===== config.mk =====
export PLATFORM = sky130hd
export DESIGN_NAME = id_hazard_stage
export DESIGN_NICKNAME = d
export VERILOG_FILES = /design/src/rtl/id_hazard_stage.sv
export SDC_FILE = /design/constraint.sdc
export NUM_CORES = 1
export LEC_CHECK = 0
export CAP_MARGIN = 10
export CELL_PAD_IN_SITES_DETAIL_PLACEMENT = 1
export CELL_PAD_IN_SITES_GLOBAL_PLACEMENT = 1
export CORE_ASPECT_RATIO = 0.8
export CORE_MARGIN = 5
export CORE_UTILIZATION = 35
export CTS_CLUSTER_SIZE = 10
export DETAILED_ROUTE_END_ITERATION = 8
export GPL_TIMING_DRIVEN = 0
export HOLD_SLACK_MARGIN = 0.15
export PLACE_DENSITY = 0.94
export SLEW_MARGIN = 25
export SYNTH_ARGS = -nofsm -noshare
export SYNTH_HDL_FRONTEND = slang
export SYNTH_SLANG_ARGS = --single-unit
export TNS_END_PERCENT = 50

===== constraint.sdc =====
create_clock -name clk -period 4.7 [get_ports clk]
set_input_delay 0.94 -clock clk [delete_from_list [all_inputs] [get_ports clk]]
set_output_delay 0.94 -clock clk [all_outputs]
set_load 0.03 [all_outputs]

===== src/rtl/id_hazard_stage.sv =====
// Decode stage: IF/ID + ID/EX registers with load-use hazard detection.
// Optional ID_HAZARD_STATS_EN adds saturating stall/flush counters.
module id_hazard_stage #(
  parameter int DW       = 32,
  parameter int CW       = 15,
  parameter int LOAD_BIT = 10
) (
  input  logic          clk,
  input  logic          reset,
  input  logic [DW-1:0] if_pc,
  input  logic [DW-1:0] if_instr,
  input  logic          if_valid,
  input  logic [CW-1:0] cu_ctrl,
  input  logic          hold,
  input  logic          flush,
  output logic          le_pc,
  output logic          le_npc,
  output logic [DW-1:0] id_instr,
  output logic [DW-1:0] id_pc,
  output logic          id_valid,
  output logic [CW-1:0] ex_ctrl,
  output logic [DW-1:0] ex_pc,
  output logic [4:0]    ex_rs,
  output logic [4:0]    ex_rt,
  output logic [4:0]    ex_rd,
  output logic [15:0]   ex_imm,
  output logic          ex_valid,
`ifdef ID_HAZARD_STATS_EN
  output logic [15:0]   stall_cnt,
  output logic [15:0]   flush_cnt,
`endif
  output logic          lu_stall
);

  typedef struct packed {
    logic [DW-1:0] pc;
    logic [DW-1:0] instr;
    logic          valid;
  } if_id_t;

  typedef struct packed {
    logic [CW-1:0] ctrl;
    logic [DW-1:0] pc;
    logic [4:0]    rs;
    logic [4:0]    rt;
    logic [4:0]    rd;
    logic [15:0]   imm;
    logic          valid;
  } id_ex_t;

  if_id_t if_id_q, if_id_d;
  id_ex_t id_ex_q, id_ex_d;
  id_ex_t adv_ex;

  // Load in EX whose rt feeds either source field of the ID instruction.
  always_comb begin
    lu_stall = if_id_q.valid & id_ex_q.valid
             & id_ex_q.ctrl[LOAD_BIT]
             & (id_ex_q.rt != 5'd0)
             & ((id_ex_q.rt == if_id_q.instr[25:21])
              | (id_ex_q.rt == if_id_q.instr[20:16]));
  end

  assign le_pc  = ~(lu_stall | hold) & ~reset;
  assign le_npc = le_pc;

  // Next-state for both pipeline registers by edge priority.
  always_comb begin
    if_id_d = if_id_q;
    id_ex_d = id_ex_q;
    adv_ex  = '0;
    if (if_id_q.valid) begin
      adv_ex.ctrl  = cu_ctrl;
      adv_ex.pc    = if_id_q.pc;
      adv_ex.rs    = if_id_q.instr[25:21];
      adv_ex.rt    = if_id_q.instr[20:16];
      adv_ex.rd    = if_id_q.instr[15:11];
      adv_ex.imm   = if_id_q.instr[15:0];
      adv_ex.valid = 1'b1;
    end
    priority case (1'b1)
      flush: begin
        if_id_d = '0;
        id_ex_d = '0;
      end
      hold: begin
      end
      lu_stall: begin
        id_ex_d = '0;
      end
      default: begin
        if_id_d.pc    = if_pc;
        if_id_d.instr = if_instr;
        if_id_d.valid = if_valid;
        id_ex_d       = adv_ex;
      end
    endcase
  end

  // Pipeline registers.
  always_ff @(posedge clk) begin
    if (reset) begin
      if_id_q <= '0;
      id_ex_q <= '0;
    end else begin
      if_id_q <= if_id_d;
      id_ex_q <= id_ex_d;
    end
  end

  assign id_instr = if_id_q.instr;
  assign id_pc    = if_id_q.pc;
  assign id_valid = if_id_q.valid;
  assign ex_ctrl  = id_ex_q.ctrl;
  assign ex_pc    = id_ex_q.pc;
  assign ex_rs    = id_ex_q.rs;
  assign ex_rt    = id_ex_q.rt;
  assign ex_rd    = id_ex_q.rd;
  assign ex_imm   = id_ex_q.imm;
  assign ex_valid = id_ex_q.valid;

`ifdef ID_HAZARD_STATS_EN
  logic [15:0] stall_cnt_q, stall_cnt_d;
  logic [15:0] flush_cnt_q, flush_cnt_d;

  // Saturating counters; a stall only counts when it really took effect.
  always_comb begin
    stall_cnt_d = stall_cnt_q;
    flush_cnt_d = flush_cnt_q;
    if (lu_stall & ~hold & ~flush & ~&stall_cnt_q)
      stall_cnt_d = stall_cnt_q + 16'd1;
    if (flush & ~&flush_cnt_q)
      flush_cnt_d = flush_cnt_q + 16'd1;
  end

  // Counter registers.
  always_ff @(posedge clk) begin
    if (reset) begin
      stall_cnt_q <= '0;
      flush_cnt_q <= '0;
    end else begin
      stall_cnt_q <= stall_cnt_d;
      flush_cnt_q <= flush_cnt_d;
    end
  end

  assign stall_cnt = stall_cnt_q;
  assign flush_cnt = flush_cnt_q;
`endif

endmodule


---- Word-level counts from Yosys, hierarchy flattened ----
Index checks and enable logic that the tools add are counted.
word-level totals
  register bits after elaboration ......... 144
  input bits .............................. 84
  output and inout bits ................... 147
  logic and storage cells ................. 28
cells by class
  equality and inequality tests ........... 2
  muxes and demuxes ....................... 2
  bitwise logic cells ..................... 11
  reductions and logical operators ........ 3
operators by type and width
  kind               count
  $mux 79            2
  $eq 5x5->1         2
  $and 1x1->1        5
  $reduce_bool 5->1  1
  $not 1->1          4
  $or 1x1->1         2
  $reduce_and 2->1   1
  $reduce_or 2->1    1

---- Depth between registers and ports, before layout ----
Gate-level depths: netlist of the first run.
  depth in word-level cells ............... 7
  gate-level depth with buffers ........... 8
  depth with buffers taken out ............ 5

---- Least setup slack after synthesis of the first run ----
OpenSTA, ideal clock, no wires.
  path type ............................... register to output
  start point ............................. reg id_ex_q (netlist bit ex_rt[0])
  end point ............................... out le_pc
  arrival time ............................ 2,809 ps
  required time ........................... 3,760 ps
  path slack .............................. 951 ps
  stages on the path, launching flop included .. 8
  path buffers ............................ 3
  cells stage by stage .................... dfxtp_1 or4_1 o2111ai_2 buf_2 buf_4 nor2_1 nor3_1 buf_4
between the ends
  cells in the longest elaborated chain, start to end .. 6
  elaborated cells between the ends (all ways) .. 9
  those cells by class .................... 2 x eq/ne; 6 x bitwise; 1 x reduce/logical
ends and longest elaborated chain
  element                                           line    RTL
  start, declared                                   52      id_ex_t id_ex_q, id_ex_d;
  start signal, assigned                            107     id_ex_q <= id_ex_d;
  $eq 5x5->1, or another cell as far along          60      & ((id_ex_q.rt == if_id_q.instr[25:21])
  $or 1x1->1 / $and 1x1->1 (equally long branches)  61, 59
  $and 1x1->1 (*)                                   60
  named net lu_stall                                32      output logic lu_stall
  $or 1x1->1 (*)                                    64      assign le_pc = ~(lu_stall | hold) & ~reset;
  $not 1->1 (*)                                     64
  $and 1x1->1 (*)                                   64
  end, declared                                     16      output logic le_pc,
Mark *: on every way through the listed nets, which the timed path passes. The rest lies on a longest branch.

---- Final worst setup path of the first run ----
  start point ............................. reg id_ex_q (netlist bit ex_rt[0])
  end point ............................... out le_pc
between the ends
  cells in the longest elaborated chain, start to end .. 6
  elaborated cells between the ends (all ways) .. 9
  those cells by class .................... 2 x eq/ne; 6 x bitwise; 1 x reduce/logical
ends and longest elaborated chain
  element                                           line
  $eq 5x5->1, or another cell as far along          60
  $or 1x1->1 / $and 1x1->1 (equally long branches)  61, 59
  $and 1x1->1 (*)                                   60
  $or 1x1->1 (*)                                    64
  $not 1->1 (*)                                     64
  $and 1x1->1 (*)                                   64
Mark *: on every way between the ends. The rest lies on a longest branch, timed or not.

==> reports/results.txt, run 1 <==
outcome - finished, final reports clean
vias - 6,588
RSZ-0062 raised after global routing - no
post-synthesis async set-or-reset flop share - 0%
first-pass GRT wire length - 39,600 um
Synth Net Count - 730
Top Metal Used - met5
layout filler cell count - 1,925
antenna viol nets, final - 0
initial antenna violation count - 1
Ys Warns - 0
hold crit path type - flip-flop to flip-flop
Multi-input gate area - 0.00285 mm2
Post-synth EDFFs - 0
IO buf count - 230
Max VDD drop - 0.000230 V
GP Congestion - 0.811
met1 wire length - 11,100 um
Tmin final - 4.58 ns
Area growth, synth to finish - 52.1%
ANT cells - 0
Remaining DRCs - 0
I/O pin cnt - 231
via/cell ratio - 5.82
routed wl met3 - 1450 um
Seq cells post-synth - 139
final wirelength - 25,500 um
final setup skew - 0.0140 ns
clock latency at the later pin of the worst-skew pair - 0.43 ns
post-detail-place hpwl - 18,300 um
core area - 0.0172 mm2
clk sinks - 139
final setup fails - 0
Finished Layout Cells - 1,132
Fin. Hold Viols - 0
worst setup path category - flip-flop to primary output
CP required - 3.76 ns
total gr overflow - 0
maximum fanout along the worst path - 10
Total GRT Usage - 25.0%
share of cells above drive strength 1 - 6.28%
Root Buffer - clkbuf_16
# rows - 43
max frequency - 218 MHz
CP Capture Type - primary output
DIE HEIGHT - 128 um
full die area - 0.0200 mm2
DRT Pass-1 Iters - 4
largest net degree at the start of global routing - 17
hold slack - 0.476 ns
WL per Instance - 22.6 um
Slew @ Worst Pin - 0.789 ns
leakage - 3.39 nW
final worst-path cycle share - 97.5%
Max transition margin - 47.4%
vias in the first global route - 7,005
area post-placement - 0.00863 mm2
sequential fraction of the synthesis area - 46.0%
critical path launch point type - flip-flop
Die X - 157 um
critical path data arrival time - 3.64 ns
Pwr Density - 318 mW/mm2
Yosys cell types - 19
Placed Cells - 1,101
Critical Path Source - ex_rt[0]
Fin Setup TNS - 0 ns
sequential cell area - 0.00278 mm2
Post-Synthesis Cells - 646
Starting Density - 35.2%
Max-Cap Viols - 0
metal2 WL - 12,400 um
initial DRC count - 394
syn avg cell area - 9.36 um2
clk buf depth - 2
Synth Cell Area - 0.00605 mm2
CTS H-tree lvls - 4
Inserted Clock Buffers - 17
CTS tree - done
Slew Viols, Final - 0
Final Net Count - 978
Worst-path clk slew - 0.06 ns
ys flop type - dfxtp_1
worst flop-to-flop path startpoint - ex_rt[4]
Hold Path Origin - ex_pc[29]
Final Cell Area - 0.00920 mm2
post-CTS setup buffers - 0
[per-layer routing]
metal | up-vias | global-route usage, %
met4 | 2 | 7.24
li1 | 3001 | -
met2 | 242 | 41.9
met1 | 3299 | 32.4
met3 | 44 | 5.35
met5 | - | 0
[worst max-delay path: stages (launching register included)]
cell and delay, ns:
dfxtp_1 0.36, or4_1 0.65, o2111ai_2 0.46, buf_2 0.37, buf_4 0.26, nor2_1 0.08
nor3_1 0.22, buf_4 0.15, clkdlybuf4s50_1 0.66
[where the power goes]
group          switching, mW  internal (mW)  total (mW)
clock                  0.535          0.794        1.33
combinational          0.208          0.149       0.357
sequential            0.0321           1.20        1.24
total                  0.776           2.15        2.92
[layout make-up]
type,instances,share of cell area (%)
buffer,84,4.43
inverter,1,0.0408
tap,225,3.06
clock inverter,11,1.31
multi-input combinational,421,31.0
timing repair buffer,230,25.0
sequential,139,30.3
clock buffer,21,4.90
[Yosys cell counts (4+ instances only)]
library cell | n | area, um2
nor2_1 | 4 | 15.0
o311ai_1 | 65 | 569
a32oi_1 | 65 | 569
xor2_1 | 10 | 87.6
buf_4 | 7 | 52.6
clkbuf_1 | 60 | 225
nand2_1 | 130 | 488
nor3_1 | 4 | 20.0
a22o_1 | 73 | 639
buf_6 | 7 | 78.8
buf_2 | 11 | 55.1
and3_1 | 65 | 407
dfxtp_1 | 139 | 2780
[repair_timing]
item | in CTS | in global routing
hold buffers | 0 | 0
endpoints found under the setup margin | 0 | 1
hold endpoints to repair | 0 | 0
gates resized for setup | 0 | 0
[logic make-up after synthesis]
kind of cell	Yosys count	share of synthesized area [%]
buffers and inverters	86	6.87
DFF	139	46.0
xor gates and xnor gates	10	1.45
AOI/OAI and AO/OA	207	30.2
and+or+nand+nor	204	15.5
[final timing paths]
kind	cells after the start	to	slack [ns]
min reg2reg	1	ex_pc[29]	0.48
min	1	ex_pc[29]	0.48
max	8	le_pc	0.12
max reg2reg	7	id_instr[8]	2.12
[per-stage QoR]
stage,total power [mW],setup WS (ns),utilization (%)
2_1_floorplan,1.42,0.951,-
3_3_place_gp,1.60,0.624,50.3
3_5_place_dp,1.61,0.606,50.3
4_1_cts,2.93,0.121,53.6
5_1_grt,3.02,0.0201,53.6
6_report,2.92,0.117,53.6
[flip-flops by register name (all words and copies together) (netlist names)]
name / cells
id_pc: 32
ex_rs: 5
id_instr: 32
ex_valid: 1
ex_imm: 11
ex_rt: 5
id_valid: 1
ex_pc: 32
ex_rd: 5
ex_ctrl: 15
[layout by cell type (no fill, tap or decap), drive strengths merged, types with 4 or more instances in the layout]
cell type and count:
nor2 4, buf 25, dfxtp 139, and3 65
nand2 130, clkinv 8, a32oi 65, xor2 10
o311ai 65, nor3 4, clkbuf 80, clkdlybuf4s50 230
a22o 73
(Power assumes the default switching activity.)
==> run 2: changes to the inputs <==
Settings changed: CORE_ASPECT_RATIO 0.8 to not set.
==> run 2 against run 1 <==
Net effect: flip-flop and latch count stayed put; sequential share of layout area fell by 0.11 points; die area is essentially flat.
==> reports/results.txt, run 2 (synthesis gave the netlist of run 1 again) <==
CP Capture Type - primary output (unchanged)
most common cell after layout, fill and taps aside - clkdlybuf4s50_1 (unchanged)
Max-Cap Viols - 0 (unchanged)
hold crit path type - flip-flop to flip-flop (unchanged)
final wirelength - 25,900 um (was 25,500 um)
Max transition margin - 51.6% (was 47.4%)
Area growth, synth to finish - 52.6% (was 52.1%)
RSZ-0062 raised after global routing - no (unchanged)
worst setup path category - flip-flop to primary output (unchanged)
Core Util, Final - 53.9% (was 53.6%)
IO buf count - 230 (unchanged)
Final Net Count - 978 (unchanged)
worst flop-to-flop path startpoint - ex_rt[4] (unchanged)
Crit path buffers/inverters - 4 (unchanged)
first-pass GRT wire length - 40,300 um (was 39,600 um)
WHS Path Cells - 1 (unchanged)
clk sinks - 139 (unchanged)
dpl ws - 0.539 ns (was 0.606 ns)
DRT Pass-1 Iters - 4 (unchanged)
Starting Density - 35.3% (was 35.2%)
Net Sw Frac - 26.1% (was 26.5%)
vias - 6,633 (was 6,588)
initial antenna violation count - 0 (was 1)
Inserted Clock Buffers - 17 (unchanged)
critical path launch point type - flip-flop (unchanged)
clock latency at the later pin of the worst-skew pair - 0.43 ns (about the same)
Root Buffer - clkbuf_16 (unchanged)
post-detail-place hpwl - 17,600 um (was 18,300 um)
share of cells above drive strength 1 - 6.50% (was 6.28%)
final setup fails - 0 (unchanged)
P_sw - 783 uW (was 776 uW)
largest net degree at the start of global routing - 17 (unchanged)
vias in the first global route - 7,093 (was 7,005)
hold slack - 0.476 ns (about the same)
CP required - 3.76 ns (about the same)
Finished Layout Cells - 1,132 (unchanged)
Worst-path clk slew - 0.06 ns (about the same)
Slew @ Worst Pin - 0.727 ns (was 0.789 ns)
Placed Cells - 1,101 (unchanged)
max frequency - 223 MHz (was 218 MHz)
most used cell, CP - buf_4 (unchanged)
full die area - 0.0200 mm2 (about the same)
Pwr Density - 324 mW/mm2 (was 318 mW/mm2)
Reg2Reg Depth - 8 (was 7)
Hold Path Origin - ex_pc[14] (was ex_pc[29])
final worst-path cycle share - 95.2% (was 97.5%)
Comb power frac - 11.9% (was 12.2%)
I/O pin cnt - 231 (unchanged)
Die X - 141 um (was 157 um)
final setup skew - 0.0109 ns (was 0.0140 ns)
Total GRT Usage - 25.2% (was 25.0%)
ANT cells - 0 (unchanged)
outcome - finished, final reports clean (unchanged)
maximum fanout along the worst path - 10 (unchanged)
CTS tree - done (unchanged)
CTS H-tree lvls - 4 (unchanged)
CP cell instances - or4_1 > o2111ai_2 > buf_2 > buf_4 > nor2_1 > nor3_1 > buf_4 > clkdlybuf4s50_1 (unchanged)
Fin. Hold Viols - 0 (unchanged)
Seq pwr share - 41.3% (was 42.3%)
Max VDD drop - 0.000254 V (was 0.000230 V)
initial DRC count - 466 (was 394)
Tmin final - 4.48 ns (was 4.58 ns)
Largest delay share family, worst path - buffers and inverters (unchanged)
clock share of power - 46.8% (was 45.5%)
flop2flop setup slack - 2.11 ns (was 2.12 ns)
max incr delay on CP - 0.66 ns (about the same)
Slowest-stage cell, CP - clkdlybuf4s50_1 (unchanged)
GP Congestion - 0.795 (was 0.811)
Fin Setup TNS - 0 ns (unchanged)
Remaining DRCs - 0 (unchanged)
clk buf depth - 2 (unchanged)
worst setup margin - 0.223 ns (was 0.117 ns)
DIE HEIGHT - 141 um (was 128 um)
Slew Viols, Final - 0 (unchanged)
# rows - 48 (was 43)
antenna viol nets, final - 0 (unchanged)
core area - 0.0171 mm2 (was 0.0172 mm2)
WHS Endpoint - ex_pc[14] (was ex_pc[29])
via/cell ratio - 5.86 (was 5.82)
most frequent cells in the layout - clkdlybuf4s50_1, dfxtp_1, nand2_1, a22o_1 (unchanged)
WL per Instance - 22.9 um (was 22.6 um)
total gr overflow - 0 (unchanged)
critical path data arrival time - 3.54 ns (was 3.64 ns)
leakage - 3.39 nW (about the same)
Pint - 2.21 mW (was 2.15 mW)
Critical Path Source - ex_rt[0] (unchanged)
R2R Path End - ex_ctrl[1] (was id_instr[8])
## run 2: changes by cell type in the layout (fill, tap and decap cells not counted), sizes merged
cell      delta
clkinv       -2
clkbuf       -1
bufinv       +1
inv          -1
clkinvlp     +3
## run 2: stage by stage
stage	power [mW]	cell area [um2]
global route	3.09	9230
finish	2.99	9230
detailed placement	1.61	8630
global placement	1.60	8630
CTS	3.01	9230
floorplan	1.42	6050
## run 2: power groups by stage
stage / logic (mW) / registers, mW / clock network [mW]
6_report: 0.358 / 1.24 / 1.40
5_1_grt: 0.377 / 1.24 / 1.47
4_1_cts: 0.357 / 1.23 / 1.42
3_5_place_dp: 0.352 / 1.26 / 0
3_3_place_gp: 0.346 / 1.26 / 0
2_1_floorplan: 0.123 / 1.30 / 0
## run 2: how the worst max path moves through the flow
stage	depth (start not counted)	to	slack (ns)
final	8	le_pc	0.22
after floorplan	7	le_pc	0.95
after global routing	8	le_pc	0.08
after CTS	9	le_pc	0.09
after global placement	8	le_pc	0.68
after detailed placement	9	le_pc	0.54
## run 2: layout make-up
cell class,instances,area (um2)
Multi-Input combinational cell,421,2850
Buffer,84,408
Timing Repair Buffer,230,2300
Clock buffer,20,457
Sequential cell,139,2780
Tap cell,225,282
Fill cell,1937,7890
Inverter,1,3.75
Clock inverter,12,146
## run 2: routing by layer
layer | up-vias | wire length (um) | global-route usage [%] | share of wire, %
met3 | 61 | 1560 | 6.10 | 6.0
met4 | 0 | 863 | 10.8 | 3.3
met5 | - | 0 | 0 | 0
met1 | 3299 | 10700 | 30.5 | 41
met2 | 263 | 12800 | 42.7 | 49
li1 | 3010 | - | - | -
## run 2: repair_timing
| item | in CTS | in global routing |
|---|---|---|
| resized for setup | 0 | 0 |
| buffers inserted | 0 | 0 |
| hold buffers | 0 | 0 |
| setup endpoints to repair | 0 | 2 |
